===== src/rtl/bsg_axil_cmd_master.sv =====
// Command-level AXI4-Lite master: whole read/write commands in, AXI channels out,
// responses returned through a single registered entry with a sticky hung-slave flag.
module bsg_axil_cmd_master #(
  parameter int addr_width_p      = 32,
  parameter int data_width_p      = 32,
  parameter int max_outstanding_p = 4,
  parameter int strict_order_p    = 0,
  parameter int timeout_p         = 1024
) (
  input  logic                        aclk_i,
  input  logic                        aresetn_i,

  input  logic                        cmd_v_i,
  output logic                        cmd_ready_o,
  input  logic                        cmd_w_i,
  input  logic [addr_width_p-1:0]     cmd_addr_i,
  input  logic [data_width_p-1:0]     cmd_data_i,
  input  logic [data_width_p/8-1:0]   cmd_wstrb_i,

  output logic                        resp_v_o,
  input  logic                        resp_yumi_i,
  output logic                        resp_w_o,
  output logic [data_width_p-1:0]     resp_data_o,
  output logic [1:0]                  resp_code_o,
  output logic                        timeout_o,

  output logic [addr_width_p-1:0]     awaddr_o,
  output logic [2:0]                  awprot_o,
  output logic                        awvalid_o,
  input  logic                        awready_i,
  output logic [data_width_p-1:0]     wdata_o,
  output logic [data_width_p/8-1:0]   wstrb_o,
  output logic                        wvalid_o,
  input  logic                        wready_i,
  input  logic [1:0]                  bresp_i,
  input  logic                        bvalid_i,
  output logic                        bready_o,
  output logic [addr_width_p-1:0]     araddr_o,
  output logic [2:0]                  arprot_o,
  output logic                        arvalid_o,
  input  logic                        arready_i,
  input  logic [data_width_p-1:0]     rdata_i,
  input  logic [1:0]                  rresp_i,
  input  logic                        rvalid_i,
  output logic                        rready_o
);

  localparam int cnt_w_lp  = $clog2(max_outstanding_p + 1);
  localparam int strb_w_lp = data_width_p / 8;
  localparam int tcnt_w_lp = (timeout_p > 0) ? $clog2(timeout_p + 1) : 1;
  localparam logic [cnt_w_lp-1:0]  max_lp    = cnt_w_lp'(max_outstanding_p);
  localparam logic [tcnt_w_lp-1:0] tmax_lp   = tcnt_w_lp'(timeout_p);
  localparam bit                   strict_lp = (strict_order_p != 0);
  localparam bit                   to_en_lp  = (timeout_p > 0);

  typedef enum logic [1:0] {IDLE, WR_ISSUE, RD_ISSUE} state_e;

  state_e r_state, w_state_n;

  logic [cnt_w_lp-1:0]     r_wcnt, r_rcnt;
  logic [tcnt_w_lp-1:0]    r_tcnt;
  logic                    r_timeout;
  logic                    r_awvalid, r_wvalid, r_arvalid;
  logic [addr_width_p-1:0] r_awaddr, r_araddr;
  logic [data_width_p-1:0] r_wdata;
  logic [strb_w_lp-1:0]    r_wstrb;
  logic                    r_resp_v, r_resp_w;
  logic [data_width_p-1:0] r_resp_data;
  logic [1:0]              r_resp_code;

  logic w_dir_ok, w_ord_ok, w_acc, w_winc, w_rinc;
  logic w_b_hs, w_r_hs, w_b_ok, w_r_ok;
  logic w_aw_done, w_w_done, w_busy, w_any_hs;

  // Ready is combinational from cmd_w_i: the direction picks which counter gates it.
  assign w_dir_ok    = cmd_w_i ? (r_wcnt < max_lp) : (r_rcnt < max_lp);
  assign w_ord_ok    = !strict_lp || (cmd_w_i ? (r_rcnt == '0) : (r_wcnt == '0));
  assign cmd_ready_o = aresetn_i && (r_state == IDLE) && w_dir_ok && w_ord_ok;

  assign w_acc  = cmd_v_i & cmd_ready_o;
  assign w_winc = w_acc & cmd_w_i;
  assign w_rinc = w_acc & ~cmd_w_i;

  assign bready_o = ~r_resp_v;
  assign rready_o = ~r_resp_v & ~bvalid_i;
  assign w_b_hs   = bvalid_i & bready_o;
  assign w_r_hs   = rvalid_i & rready_o;
  // A response with nothing outstanding in its direction is dropped.
  assign w_b_ok   = w_b_hs & (r_wcnt != '0);
  assign w_r_ok   = w_r_hs & (r_rcnt != '0);

  assign w_aw_done = ~r_awvalid | awready_i;
  assign w_w_done  = ~r_wvalid | wready_i;

  always_ff @(posedge aclk_i) begin
    if (!aresetn_i) r_state <= IDLE;
    else            r_state <= w_state_n;
  end

  always_comb begin
    w_state_n = r_state;
    case (r_state)
      IDLE:     if (w_acc) w_state_n = cmd_w_i ? WR_ISSUE : RD_ISSUE;
      WR_ISSUE: if (w_aw_done && w_w_done) w_state_n = IDLE;
      RD_ISSUE: if (arready_i) w_state_n = IDLE;
      default:  w_state_n = IDLE;
    endcase
  end

  always_ff @(posedge aclk_i) begin
    if (!aresetn_i) begin
      r_wcnt <= '0;
      r_rcnt <= '0;
    end else begin
      if (w_winc && !w_b_ok)      r_wcnt <= r_wcnt + cnt_w_lp'(1);
      else if (!w_winc && w_b_ok) r_wcnt <= r_wcnt - cnt_w_lp'(1);
      if (w_rinc && !w_r_ok)      r_rcnt <= r_rcnt + cnt_w_lp'(1);
      else if (!w_rinc && w_r_ok) r_rcnt <= r_rcnt - cnt_w_lp'(1);
    end
  end

  always_ff @(posedge aclk_i) begin
    if (!aresetn_i) begin
      r_awvalid <= 1'b0;
      r_wvalid  <= 1'b0;
      r_arvalid <= 1'b0;
      r_awaddr  <= '0;
      r_wdata   <= '0;
      r_wstrb   <= '0;
      r_araddr  <= '0;
    end else begin
      if (w_winc) begin
        r_awvalid <= 1'b1;
        r_wvalid  <= 1'b1;
        r_awaddr  <= cmd_addr_i;
        r_wdata   <= cmd_data_i;
        r_wstrb   <= cmd_wstrb_i;
      end else begin
        if (awready_i) r_awvalid <= 1'b0;
        if (wready_i)  r_wvalid  <= 1'b0;
      end
      if (w_rinc) begin
        r_arvalid <= 1'b1;
        r_araddr  <= cmd_addr_i;
      end else if (arready_i) begin
        r_arvalid <= 1'b0;
      end
    end
  end

  // Single response entry; B has priority over R through rready_o.
  always_ff @(posedge aclk_i) begin
    if (!aresetn_i) begin
      r_resp_v    <= 1'b0;
      r_resp_w    <= 1'b0;
      r_resp_data <= '0;
      r_resp_code <= '0;
    end else if (w_b_ok) begin
      r_resp_v    <= 1'b1;
      r_resp_w    <= 1'b1;
      r_resp_data <= '0;
      r_resp_code <= bresp_i;
    end else if (w_r_ok) begin
      r_resp_v    <= 1'b1;
      r_resp_w    <= 1'b0;
      r_resp_data <= rdata_i;
      r_resp_code <= rresp_i;
    end else if (resp_yumi_i) begin
      r_resp_v    <= 1'b0;
    end
  end

  always_ff @(posedge aclk_i) begin
    if (aresetn_i) begin
      assert (!(w_b_hs && (r_wcnt == '0)));
      assert (!(w_r_hs && (r_rcnt == '0)));
    end
  end

  assign w_busy   = (r_state != IDLE) || (r_wcnt != '0) || (r_rcnt != '0);
  assign w_any_hs = (r_awvalid & awready_i) | (r_wvalid & wready_i) |
                    (r_arvalid & arready_i) | w_b_hs | w_r_hs;

  // Stall counter saturates at the limit; the flag is sticky until reset.
  always_ff @(posedge aclk_i) begin
    if (!aresetn_i) begin
      r_tcnt    <= '0;
      r_timeout <= 1'b0;
    end else begin
      if (to_en_lp && (r_tcnt == tmax_lp)) r_timeout <= 1'b1;
      if (w_any_hs || !w_busy)             r_tcnt <= '0;
      else if (r_tcnt != tmax_lp)          r_tcnt <= r_tcnt + tcnt_w_lp'(1);
    end
  end

  assign awaddr_o    = r_awaddr;
  assign awprot_o    = 3'b000;
  assign awvalid_o   = r_awvalid;
  assign wdata_o     = r_wdata;
  assign wstrb_o     = r_wstrb;
  assign wvalid_o    = r_wvalid;
  assign araddr_o    = r_araddr;
  assign arprot_o    = 3'b000;
  assign arvalid_o   = r_arvalid;
  assign resp_v_o    = r_resp_v;
  assign resp_w_o    = r_resp_w;
  assign resp_data_o = r_resp_data;
  assign resp_code_o = r_resp_code;
  assign timeout_o   = r_timeout;

endmodule

===== config.mk =====
export PLATFORM = sky130hd
export DESIGN_NAME = bsg_axil_cmd_master
export DESIGN_NICKNAME = d
export VERILOG_FILES = /design/src/rtl/bsg_axil_cmd_master.sv
export SDC_FILE = /design/constraint.sdc
export NUM_CORES = 1
export LEC_CHECK = 0
export BUFFER_PORTS_ARGS = -buffer_cell sky130_fd_sc_hd__clkbuf_2
export CAP_MARGIN = 20
export CORE_AREA = 2 2 137 139
export DETAILED_ROUTE_END_ITERATION = 16
export DIE_AREA = 0 0 139 141
export PLACE_DENSITY = 0.7
export SLEW_MARGIN = 20
export SYNTH_ARGS = -nofsm -noshare
export SYNTH_HDL_FRONTEND = slang
export SYNTH_SLANG_ARGS = --single-unit

===== constraint.sdc =====
create_clock -name aclk_i -period 5.36 [get_ports aclk_i]
set_clock_uncertainty 0.15 [all_clocks]
set_input_delay 0.268 -clock aclk_i [delete_from_list [all_inputs] [get_ports aclk_i]]
set_output_delay 0.268 -clock aclk_i [all_outputs]
set_load 0.02 [all_outputs]

==> results.yml, run 1 <==
status:
  run_status: "finished clean"
detailed_routing:
  detailroute.via_count: 5971
  avgRoutedWirePerCell_um: 13.38
  vias_per_cell: 4.579
  drt-total-wl_um: 17440
  met3RoutedLength_um: 1017
  postRouteAntennaNets: 0
  wl_met1_um: 7362
  drt_iter0_markers: 278
  highest-signal-layer: "met4"
  wl_met2_um: 8547
  drt_drc_violations_left: 0
  detailedRoute.firstPassIterationCount: 4
synthesis:
  count_of_flip_flops_with_a_built_in_enable_after_synthesis: 0
  post_synth_mux_area_share_pct: 0.6838
  asyncSetResetFlopFracSynth_pct: 0
  synth.top_cells.by_area: "sky130_fd_sc_hd__dfxtp_1 54%, sky130_fd_sc_hd__nand2_1 17%, sky130_fd_sc_hd__nand3_1 6.7%"
  synth.cells.most_frequent: "266 x sky130_fd_sc_hd__nand2_1, 159 x sky130_fd_sc_hd__dfxtp_1, 78 x sky130_fd_sc_hd__nand3_1"
  syn_area_per_cell_sq_um: 8.110
  synth_compound_gate_area_share_pct: 7.222
  netlist_instances: 722
  synth-xor-area-share_pct: 1.944
  share_of_the_synthesized_area_in_the_top_cell_type_pct: 54.36
  yosys.cell_count.top_type: "sky130_fd_sc_hd__nand2_1"
  synth_simple_gate_area_share_pct: 28.65
  yosys_register_bits: 159
  synth_top_family_by_area: "simple AND/OR/NAND/NOR gates"
  synth_flop_cell: "sky130_fd_sc_hd__dfxtp_1"
  synth_largest_area_cell: "sky130_fd_sc_hd__dfxtp_1"
  synth-adder-area-share_pct: 1.538
  netlist-cell-type-count: 43
  synth_sequential_area_ratio_pct: 54.36
  mappedNetlistArea_sq_mm: 0.005856
  yosys_warnings: 0
worst_setup_path:
  timing.rr.end: "r_rcnt[2]$_SDFFE_PN0P_"
  crit_path_start_kind: "flop"
  crit-reg2reg-launch: "r_rcnt[2]$_SDFFE_PN0P_"
  r2r.worst_path.cells: 10
  crit_path_launch: "r_rcnt[2]$_SDFFE_PN0P_"
  worstSetupEndpoint: "r_rcnt[2]$_SDFFE_PN0P_"
  worst-endpoint-required_ns: 5.55
  r2r_setup_slack_ns: 2.40
  timing.setup.critical_path_class: "flop to flop"
  critical_path_arrival_ns: 3.14
  timing.critical_path.to_type: "flop"
  worst-path-max-fanout: 37
cts:
  h-tree-depth: 4
  worst_skew_pair_latency_ns: 0.41
  post_cts_buffers: 0
  cts_hold_buffers: 103
  cts_resized: 0
  total_number_of_clock_tree_sinks: 159
  path_clk_slew_ns: 0.06
  cts.path.max_buffers: 2
  tritoncts.num_buffers: 17
  clock-root-buffer: "sky130_fd_sc_hd__clkbuf_16"
  cts_tree: "done"
sta:
  timing.final.max_slew_violations: 0
  worst_pin_slew_ns: 1.063
  timing.final.setup_violations: 0
  fin_crit_ns: 2.957
  final_min_period_over_clock_period_pct: 55.16
  grt_setup_unrepaired: "no"
  hold_violations: 0
  timing.fmax_ghz: 0.3382
  setup_total_negative_slack_ns: 0
  slew-limit-headroom_pct: 28.99
  finalWorstSetupSlack_ns: 2.403
pwr:
  vdd_drop_max_mv: 0.2082
  lkg_pwr_nw: 4.150
  power_density_mw_per_mm2: 356.9
floorplan:
  design.die.area_sq_mm: 0.01960
  floorplan.core_area_sq_mm: 0.01827
  die-height_um: 141
  fp.dieW_um: 139
  io_pins: 263
  floorplan.initialDensity_pct: 32.05
  core.rowCount: 50
min_path:
  worst_hold_path_type: "input port to flop"
  timing.hold.worst_path_depth: 3
layout:
  final_layout_size_suffix_gt1_share_pct: 27.66
  finalNetCount: 1177
  fillers: 1681
  antenna_cells_inserted: 0
  area.growth.synth_to_final_pct: 49.98
flow_run:
  maxCapViolations: 0
global_route:
  largest_net_degree_at_the_start_of_global_routing: 72
  wire_length_of_the_first_global_routing_pass_um: 27570
  number_of_antenna_violations_at_the_first_check_in_global_routing: 0
  grt.overflow.total: 0
  via_count_of_the_first_global_routing_pass: 5746
  grt_usage_pct: 17.27
place:
  dp_worst_setup_slack_ns: 2.037
  hpwl_um: 10590
  gp_congestion: 0.7935
  number_of_buffer_cells_added_on_primary_ports: 256
==> final cells by class <==
type | instances | area [sq um] | share of cell area [%]
flip-flops and latches | 159 | 3183 | 36.24
clock buffers | 21 | 460.4 | 5.243
clock inverters | 11 | 83.83 | 0.9546
inverters | 10 | 42.54 | 0.4844
repair buffers | 364 | 2352 | 26.78
well taps | 234 | 292.8 | 3.334
multi-input cells | 505 | 2367 | 26.96
==> cells in the final DEF (no fill, tap or decap), types with 2 or more instances in the layout <==
| master | Yosys | routed |
|---|---|---|
| sky130_fd_sc_hd__clkbuf_1 | 20 | 2 |
| sky130_fd_sc_hd__clkinvlp_4 | 0 | 4 |
| sky130_fd_sc_hd__nor3_1 | 8 | 8 |
| sky130_fd_sc_hd__nand3_1 | 78 | 78 |
| sky130_fd_sc_hd__and3_1 | 2 | 2 |
| sky130_fd_sc_hd__inv_6 | 0 | 2 |
| sky130_fd_sc_hd__ha_1 | 4 | 4 |
| sky130_fd_sc_hd__dlygate4sd3_1 | 0 | 103 |
| sky130_fd_sc_hd__nand2b_1 | 4 | 4 |
| sky130_fd_sc_hd__o21ai_0 | 31 | 31 |
| sky130_fd_sc_hd__xnor2_1 | 5 | 5 |
| sky130_fd_sc_hd__clkinv_2 | 0 | 2 |
| sky130_fd_sc_hd__a21oi_1 | 39 | 39 |
| sky130_fd_sc_hd__conb_1 | 1 | 6 |
| sky130_fd_sc_hd__clkinv_4 | 1 | 4 |
| sky130_fd_sc_hd__inv_1 | 8 | 8 |
| sky130_fd_sc_hd__mux2i_1 | 4 | 4 |
| sky130_fd_sc_hd__fa_1 | 2 | 2 |
| sky130_fd_sc_hd__dfxtp_1 | 159 | 159 |
| sky130_fd_sc_hd__or3_1 | 3 | 3 |
| sky130_fd_sc_hd__clkbuf_16 | 0 | 17 |
| sky130_fd_sc_hd__a31oi_1 | 2 | 2 |
| sky130_fd_sc_hd__clkbuf_2 | 0 | 255 |
| sky130_fd_sc_hd__nand4_1 | 4 | 4 |
| sky130_fd_sc_hd__nand2_1 | 266 | 266 |
| sky130_fd_sc_hd__clkbuf_8 | 0 | 2 |
| sky130_fd_sc_hd__nor2_1 | 19 | 19 |
| sky130_fd_sc_hd__xor2_1 | 8 | 8 |
| sky130_fd_sc_hd__o21ai_1 | 4 | 4 |
| sky130_fd_sc_hd__buf_4 | 10 | 6 |
==> through the flow <==
step | cells | hold slack, ns | instance area (sq um) | power (mW) | util (%)
6_report | 1304 | 0.02659 | 8782 | 3.135 | 48.08
5_1_grt | 1304 | 0.01630 | 8782 | 3.296 | 48.08
4_1_cts | 1304 | 0.004326 | 8782 | 3.173 | 48.08
3_5_place_dp | 1169 | 0.2910 | 7207 | 1.989 | 39.45
3_3_place_gp | 1169 | 0.2858 | 7207 | 1.980 | 39.45
2_1_floorplan | 727 | 0.2170 | 5874 | 1.788 | -
==> critical path: stages, from the launching register on <==
cell and delay, ns:
sky130_fd_sc_hd__dfxtp_1 0.34, sky130_fd_sc_hd__or3_1 0.41, sky130_fd_sc_hd__and3_1 0.18, sky130_fd_sc_hd__buf_4 0.24
sky130_fd_sc_hd__clkinv_4 0.27, sky130_fd_sc_hd__ha_1 0.24, sky130_fd_sc_hd__inv_1 0.06, sky130_fd_sc_hd__fa_1 0.38
sky130_fd_sc_hd__xor2_1 0.16, sky130_fd_sc_hd__or3_1 0.30, sky130_fd_sc_hd__a21oi_1 0.13
==> report_power, final <==
group	total, mW	internal [mW]	switching [mW]
Combinational	0.657	0.247	0.410
Clock	1.11	0.620	0.488
Sequential	1.37	1.30	0.0714
Total	3.13	2.17	0.969
==> sequential cells by signal, indices dropped and copies added (netlist names), 2 cells and up <==
signal       flops
resp_code_o      2
araddr_o        32
r_wcnt           3
wdata_o         32
wstrb_o          4
awaddr_o        32
r_state          2
r_tcnt          11
resp_data_o     32
r_rcnt           3
==> worst min-delay path by stage <==
stage	startpoint	endpoint	slack, ns
floorplan	cmd_addr_i[0]	awaddr_o[0]$_SDFFE_PN0P_	0.22
CTS	arready_i	arvalid_o$_SDFFE_PN0P_	0.004
global route	bresp_i[1]	resp_code_o[1]$_SDFFE_PN0P_	0.02
finish	bresp_i[1]	resp_code_o[1]$_SDFFE_PN0P_	0.03
detailed placement	araddr_o[30]$_SDFFE_PN0P_	araddr_o[30]$_SDFFE_PN0P_	0.29
global placement	araddr_o[29]$_SDFFE_PN0P_	araddr_o[29]$_SDFFE_PN0P_	0.29
==> routing by layer <==
| metal | vias to the layer above | GRT usage, % |
|---|---|---|
| li1 | 3006 | - |
| met1 | 2706 | 19.69 |
| met2 | 219 | 29.71 |
| met3 | 40 | 5.231 |
| met4 | 0 | 8.187 |
| met5 | - | 0 |
==> cell families after synthesis <==
logic type,after synthesis
other,1
AO/OA/AOI/OAI,81
buffers and inverters,63
adder cells (fa/ha/maj),6
XOR/XNOR,13
multiplexers,4
AND/OR/NAND/NOR,395
flip-flops,159
No activity file was read; power rests on OpenSTA's default activity.
==> inputs of run 2 (changes only) <==
==> constraint.sdc (replaced) <==
create_clock -name aclk_i -period 3 [get_ports aclk_i]
set_clock_uncertainty 0.15 [all_clocks]
set_input_delay 0.15 -clock aclk_i [delete_from_list [all_inputs] [get_ports aclk_i]]
set_output_delay 0.15 -clock aclk_i [all_outputs]
set_load 0.02 [all_outputs]
==> run 2 against run 1 <==
Final cell count is 0.69% higher. Register-to-register slack worse by 1.9 ns. Sequential share of layout area is 0.41 points lower. Utilization is 0.55 points higher. Combinational power is 84% higher. Non-clock buffer count is 9 higher. Global-route usage is 0.59 points higher. Sequential power is 79% higher. Clock-buffer cell count stayed put. Routed wire length is 1.8% higher. Flip-flop and latch count stayed put. Critical endpoint unchanged.
==> results.yml, run 2 (same netlist as run 1, synthesis figures left out) <==
pwr:
  lkg_pwr_nw: 4.204
  intPower_mw: 3.979
  netSwitchingPower_mw: 1.750
  clk_network_pwr_share_pct: 36.1
  vdd_drop_max_mv: 0.3685
  p_sw_share_pct: 30.54
  power_density_mw_per_mm2: 644.8
  power_frac_comb_pct: 21.2
  sequentialPowerShare_pct: 42.7
worst_setup_path:
  critical_path_arrival_ns: 2.65
  timing.setup.critical_path_class: "flop to flop"
  crit_path_start_kind: "flop"
  r2r_setup_slack_ns: 0.54
  r2r.worst_path.cells: 9
  timing.critical_path.to_type: "flop"
  worst-path-max-fanout: 5
  worst-endpoint-required_ns: 3.19
  crit_path_launch: "r_rcnt[2]$_SDFFE_PN0P_"
  crit-reg2reg-launch: "r_rcnt[2]$_SDFFE_PN0P_"
detailed_routing:
  detailedRoute.firstPassIterationCount: 4
  postRouteAntennaNets: 0
  detailroute.via_count: 6015
  drt_drc_violations_left: 0
  avgRoutedWirePerCell_um: 13.53
  drt-total-wl_um: 17760
  drt_iter0_markers: 335
  vias_per_cell: 4.581
cts:
  path_clk_slew_ns: 0.06
  cts.path.max_buffers: 2
  total_number_of_clock_tree_sinks: 159
  worst_skew_pair_latency_ns: 0.42
  post_cts_buffers: 0
  cts_tree: "done"
  h-tree-depth: 4
  tritoncts.num_buffers: 17
  clock-root-buffer: "sky130_fd_sc_hd__clkbuf_16"
layout:
  layout.cell_area.non_filler_sq_mm: 0.008884
  antenna_cells_inserted: 0
  final_cell_mix: "266 x sky130_fd_sc_hd__nand2_1, 255 x sky130_fd_sc_hd__clkbuf_2, 159 x sky130_fd_sc_hd__dfxtp_1"
  area.growth.synth_to_final_pct: 51.71
  most_common_library_cell_in_the_layout_ignoring_fill_and_taps: "sky130_fd_sc_hd__nand2_1"
  finalNetCount: 1186
  finalNonFillerCells: 1313
  postLayoutCoreUtil_pct: 48.63
  final_layout_size_suffix_gt1_share_pct: 27.80
sta:
  final_min_period_over_clock_period_pct: 82.05
  grt_setup_unrepaired: "no"
  timing.fmax_ghz: 0.4063
  timing.final.setup_violations: 0
  finalWorstSetupSlack_ns: 0.5386
  worst_pin_slew_ns: 0.8473
  hold_violations: 0
  setup_total_negative_slack_ns: 0
  timing.final.max_slew_violations: 0
  slew-limit-headroom_pct: 43.40
  fin_crit_ns: 2.461
place:
  number_of_buffer_cells_added_on_primary_ports: 256
  placement.cell_area_sq_mm: 0.007237
  hpwl_um: 10850
  placed_cells: 1173
  gp_congestion: 0.7658
  dp_worst_setup_slack_ns: 0.5546
floorplan:
  core.rowCount: 50
  floorplan.initialDensity_pct: 32.05
  design.die.area_sq_mm: 0.01960
  io_pins: 263
  floorplan.core_area_sq_mm: 0.01827
  die-height_um: 141
  fp.dieW_um: 139
global_route:
  grt_usage_pct: 17.86
  via_count_of_the_first_global_routing_pass: 5906
  grt.overflow.total: 0
  wire_length_of_the_first_global_routing_pass_um: 28750
  number_of_antenna_violations_at_the_first_check_in_global_routing: 0
  largest_net_degree_at_the_start_of_global_routing: 72
min_path:
  worst_hold_path_type: "input port to flop"
  launch_instance_of_the_worst_min_delay_path: "bvalid_i"
  timing.hold.worst_path_depth: 3
status:
  run_status: "finished clean"
flow_run:
  maxCapViolations: 0
==> run 2: cell types whose count changed in the layout (fill, tap and decap cells not counted), sizes merged <==
cell	previous run	this run
dlygate4sd3	103	108
buf	6	10
clkinv	6	4
bufinv	0	1
inv	11	12
==> run 2: layout make-up <==
type | instances | area, sq um
Tap cell | 234 | 292.8
Fill cell | 1711 | 9384
Clock buffer | 21 | 460.4
Inverter | 10 | 42.54
Clock inverter | 11 | 105.1
Sequential cell | 159 | 3183
Timing Repair Buffer | 373 | 2432
Multi-Input combinational cell | 505 | 2367
==> run 2: routing by layer <==
layer  track usage, %  up-vias  routed length, um
met1            20.29     2754               7446
met2            31.48      209               8800
li1                 -     3016                  -
met5                0        -                  0
met3            4.959       36               1019
met4            7.815        0                496
==> run 2: power by group through the flow <==
stage | Clock (mW) | Sequential, mW | Combinational [mW]
2_1_floorplan | 0 | 2.69 | 0.509
3_3_place_gp | 0 | 2.48 | 1.07
3_5_place_dp | 0 | 2.49 | 1.08
4_1_cts | 2.13 | 2.44 | 1.21
5_1_grt | 2.22 | 2.47 | 1.32
6_report | 2.07 | 2.45 | 1.21
==> run 2: worst max-delay path: stages (launching register included) <==
cell                       delay (ns)
sky130_fd_sc_hd__dfxtp_1         0.33
sky130_fd_sc_hd__or3_1           0.40
sky130_fd_sc_hd__and3_1          0.22
sky130_fd_sc_hd__clkinv_4        0.05
sky130_fd_sc_hd__ha_1            0.17
sky130_fd_sc_hd__inv_1           0.07
sky130_fd_sc_hd__fa_1            0.39
sky130_fd_sc_hd__xor2_1          0.16
sky130_fd_sc_hd__or3_1           0.31
sky130_fd_sc_hd__a21oi_1         0.13
==> run 2: timing repair <==
| item | in CTS | in global routing |
|---|---|---|
| hold buffers | 108 | 0 |
| endpoints found under the hold margin | 139 | 0 |
| gates resized for setup | 0 | 0 |
==> run 2: worst paths after layout <==
check                                                  to
worst max-delay path               r_rcnt[2]$_SDFFE_PN0P_
worst min-delay path                resp_w_o$_SDFFE_PN0P_
worst max register to register     r_rcnt[2]$_SDFFE_PN0P_
worst min register to register  araddr_o[28]$_SDFFE_PN0P_
==> run 2: metrics by stage <==
step | power [mW] | hold WS [ns]
4_1_cts | 5.786 | 0.07222
6_report | 5.728 | 0.09523
2_1_floorplan | 3.195 | 0.09895
3_3_place_gp | 3.548 | 0.1817
3_5_place_dp | 3.573 | 0.1874
5_1_grt | 6.013 | 0.1043
==> inputs of run 3 (changes only) <==
==> constraint.sdc (replaced) <==
create_clock -name aclk_i -period 2.3 [get_ports aclk_i]
set_clock_uncertainty 0.15 [all_clocks]
set_input_delay 0.115 -clock aclk_i [delete_from_list [all_inputs] [get_ports aclk_i]]
set_output_delay 0.115 -clock aclk_i [all_outputs]
set_load 0.02 [all_outputs]
==> run 3 against run 2 <==
Utilization increased by 0.75 points. Die area unchanged. First-iteration DRC count decreased by 39%. Combinational power increased by 36%. Global-route usage decreased by 0.072 points. Sequential power increased by 30%. Non-clock buffer count increased by 6. Largest power group unchanged. Highest routed layer unchanged.
==> results.yml, run 3 (same netlist as run 1, synthesis figures left out) <==
status:
  run_status: "finished clean"
sta:
  slew-limit-headroom_pct: 46.15
  timing.final.setup_violations: 0
  final_min_period_over_clock_period_pct: 97.29
  grt_setup_unrepaired: "yes"
  worst_pin_slew_ns: 0.8077
  timing.fmax_ghz: 0.4469
  timing.final.max_slew_violations: 0
  finalWorstSetupSlack_ns: 0.06230
  setup_total_negative_slack_ns: 0
  final.hold.worst_slack_ns: 0.1423
  fin_crit_ns: 2.238
  hold_violations: 0
detailed_routing:
  postRouteAntennaNets: 0
  vias_per_cell: 4.641
  detailedRoute.firstPassIterationCount: 4
  drt_iter0_markers: 206
  drt-total-wl_um: 17600
  avgRoutedWirePerCell_um: 13.35
  detailroute.via_count: 6121
  drt_drc_violations_left: 0
cts:
  h-tree-depth: 4
  cts_tree: "done"
  cts.path.max_buffers: 2
  clock-root-buffer: "sky130_fd_sc_hd__clkbuf_16"
  total_number_of_clock_tree_sinks: 159
  tritoncts.num_buffers: 17
  path_clk_slew_ns: 0.07
  post_cts_buffers: 0
  worst_skew_pair_latency_ns: 0.42
global_route:
  wire_length_of_the_first_global_routing_pass_um: 28480
  via_count_of_the_first_global_routing_pass: 5918
  grt.overflow.total: 0
  number_of_antenna_violations_at_the_first_check_in_global_routing: 0
  largest_net_degree_at_the_start_of_global_routing: 71
  grt_usage_pct: 17.79
min_path:
  worst_hold_path_type: "input port to flop"
floorplan:
  floorplan.initialDensity_pct: 32.05
  io_pins: 263
  fp.dieW_um: 139
  floorplan.core_area_sq_mm: 0.01827
  design.die.area_sq_mm: 0.01960
  core.rowCount: 50
  die-height_um: 141
layout:
  finalNetCount: 1192
  final_cell_mix: "266 x sky130_fd_sc_hd__nand2_1, 255 x sky130_fd_sc_hd__clkbuf_2, 156 x sky130_fd_sc_hd__dfxtp_1"
  finalNonFillerCells: 1319
  antenna_cells_inserted: 0
  most_common_library_cell_in_the_layout_ignoring_fill_and_taps: "sky130_fd_sc_hd__nand2_1"
  layout.cell_area.non_filler_sq_mm: 0.009021
  final_layout_size_suffix_gt1_share_pct: 29.22
  postLayoutCoreUtil_pct: 49.38
  fillers: 1670
  multi_input_area_sq_mm: 0.002410
  final-seq-area_sq_mm: 0.003187
  area.growth.synth_to_final_pct: 54.06
pwr:
  total_power_mw: 7.738
  lkg_pwr_nw: 4.249
  vdd_drop_max_mv: 0.4833
  power_density_mw_per_mm2: 857.8
worst_setup_path:
  worst-endpoint-required_ns: 2.50
  critical_path_arrival_ns: 2.44
  worst-path-max-fanout: 5
  timing.setup.critical_path_class: "flop to flop"
  timing.critical_path.to_type: "flop"
  crit_path_start_kind: "flop"
place:
  placement.cell_area_sq_mm: 0.007325
  hpwl_um: 10680
  gp_congestion: 0.7992
  dp_worst_setup_slack_ns: 0.01532
  number_of_buffer_cells_added_on_primary_ports: 256
  placed_cells: 1179
flow_run:
  maxCapViolations: 0
-- run 3: cell count changes in the layout (fill, tap and decap cells not counted), sizes merged --
cell | before | now
clkbuf | 276 | 275
clkinvlp | 4 | 3
buf | 10 | 16
bufinv | 1 | 3
-- run 3: routing by layer --
layer	global-route usage, %	part of all wire, %	vias to the layer above
li1	-	-	3041
met1	20.70	42	2846
met2	31.01	50	200
met3	4.416	6.0	34
met4	8.081	2.4	0
met5	0	0	-
-- run 3: path summary, 6_finish.rpt --
check | cells after the start | start | endpoint | slack (ns)
min | 4 | bvalid_i | resp_w_o$_SDFFE_PN0P_ | 0.14
min reg2reg | 2 | araddr_o[30]$_SDFFE_PN0P_ | araddr_o[30]$_SDFFE_PN0P_ | 0.30
max | 9 | r_rcnt[2]$_SDFFE_PN0P_ | r_rcnt[2]$_SDFFE_PN0P_ | 0.06
max reg2reg | 9 | r_rcnt[2]$_SDFFE_PN0P_ | r_rcnt[2]$_SDFFE_PN0P_ | 0.06
-- run 3: worst max-delay path, stage by stage, from the launching register on --
cell and delay, ns:
sky130_fd_sc_hd__dfxtp_2 0.34, sky130_fd_sc_hd__or3_4 0.37, sky130_fd_sc_hd__and3_4 0.19, sky130_fd_sc_hd__clkinv_8 0.05
sky130_fd_sc_hd__ha_4 0.12, sky130_fd_sc_hd__inv_2 0.04, sky130_fd_sc_hd__fa_2 0.33, sky130_fd_sc_hd__xor2_1 0.15
sky130_fd_sc_hd__or3_1 0.31, sky130_fd_sc_hd__a21oi_1 0.12
-- run 3: area by class of cell --
cell class              instances  area share, %
inverters                      10         0.5548
flip-flops and latches        159          35.33
clock inverters                12          1.748
repair buffers                379          27.46
clock buffers                  20          4.951
multi-input cells             505          26.71
well taps                     234          3.245
-- run 3: timing repair --
action | in CTS | in global routing
hold buffers | 108 | 0
hold endpoints to repair | 139 | 0
gates resized for setup | 2 | 3
endpoints found under the setup margin | 1 | 1
gates cloned | 0 | 0
-- run 3: power by group --
group	internal (mW)	leakage (nW)	switching, mW
Combinational	0.657	2.67	0.988
Sequential	3.03	1.30	0.162
Clock	1.75	0.287	1.16
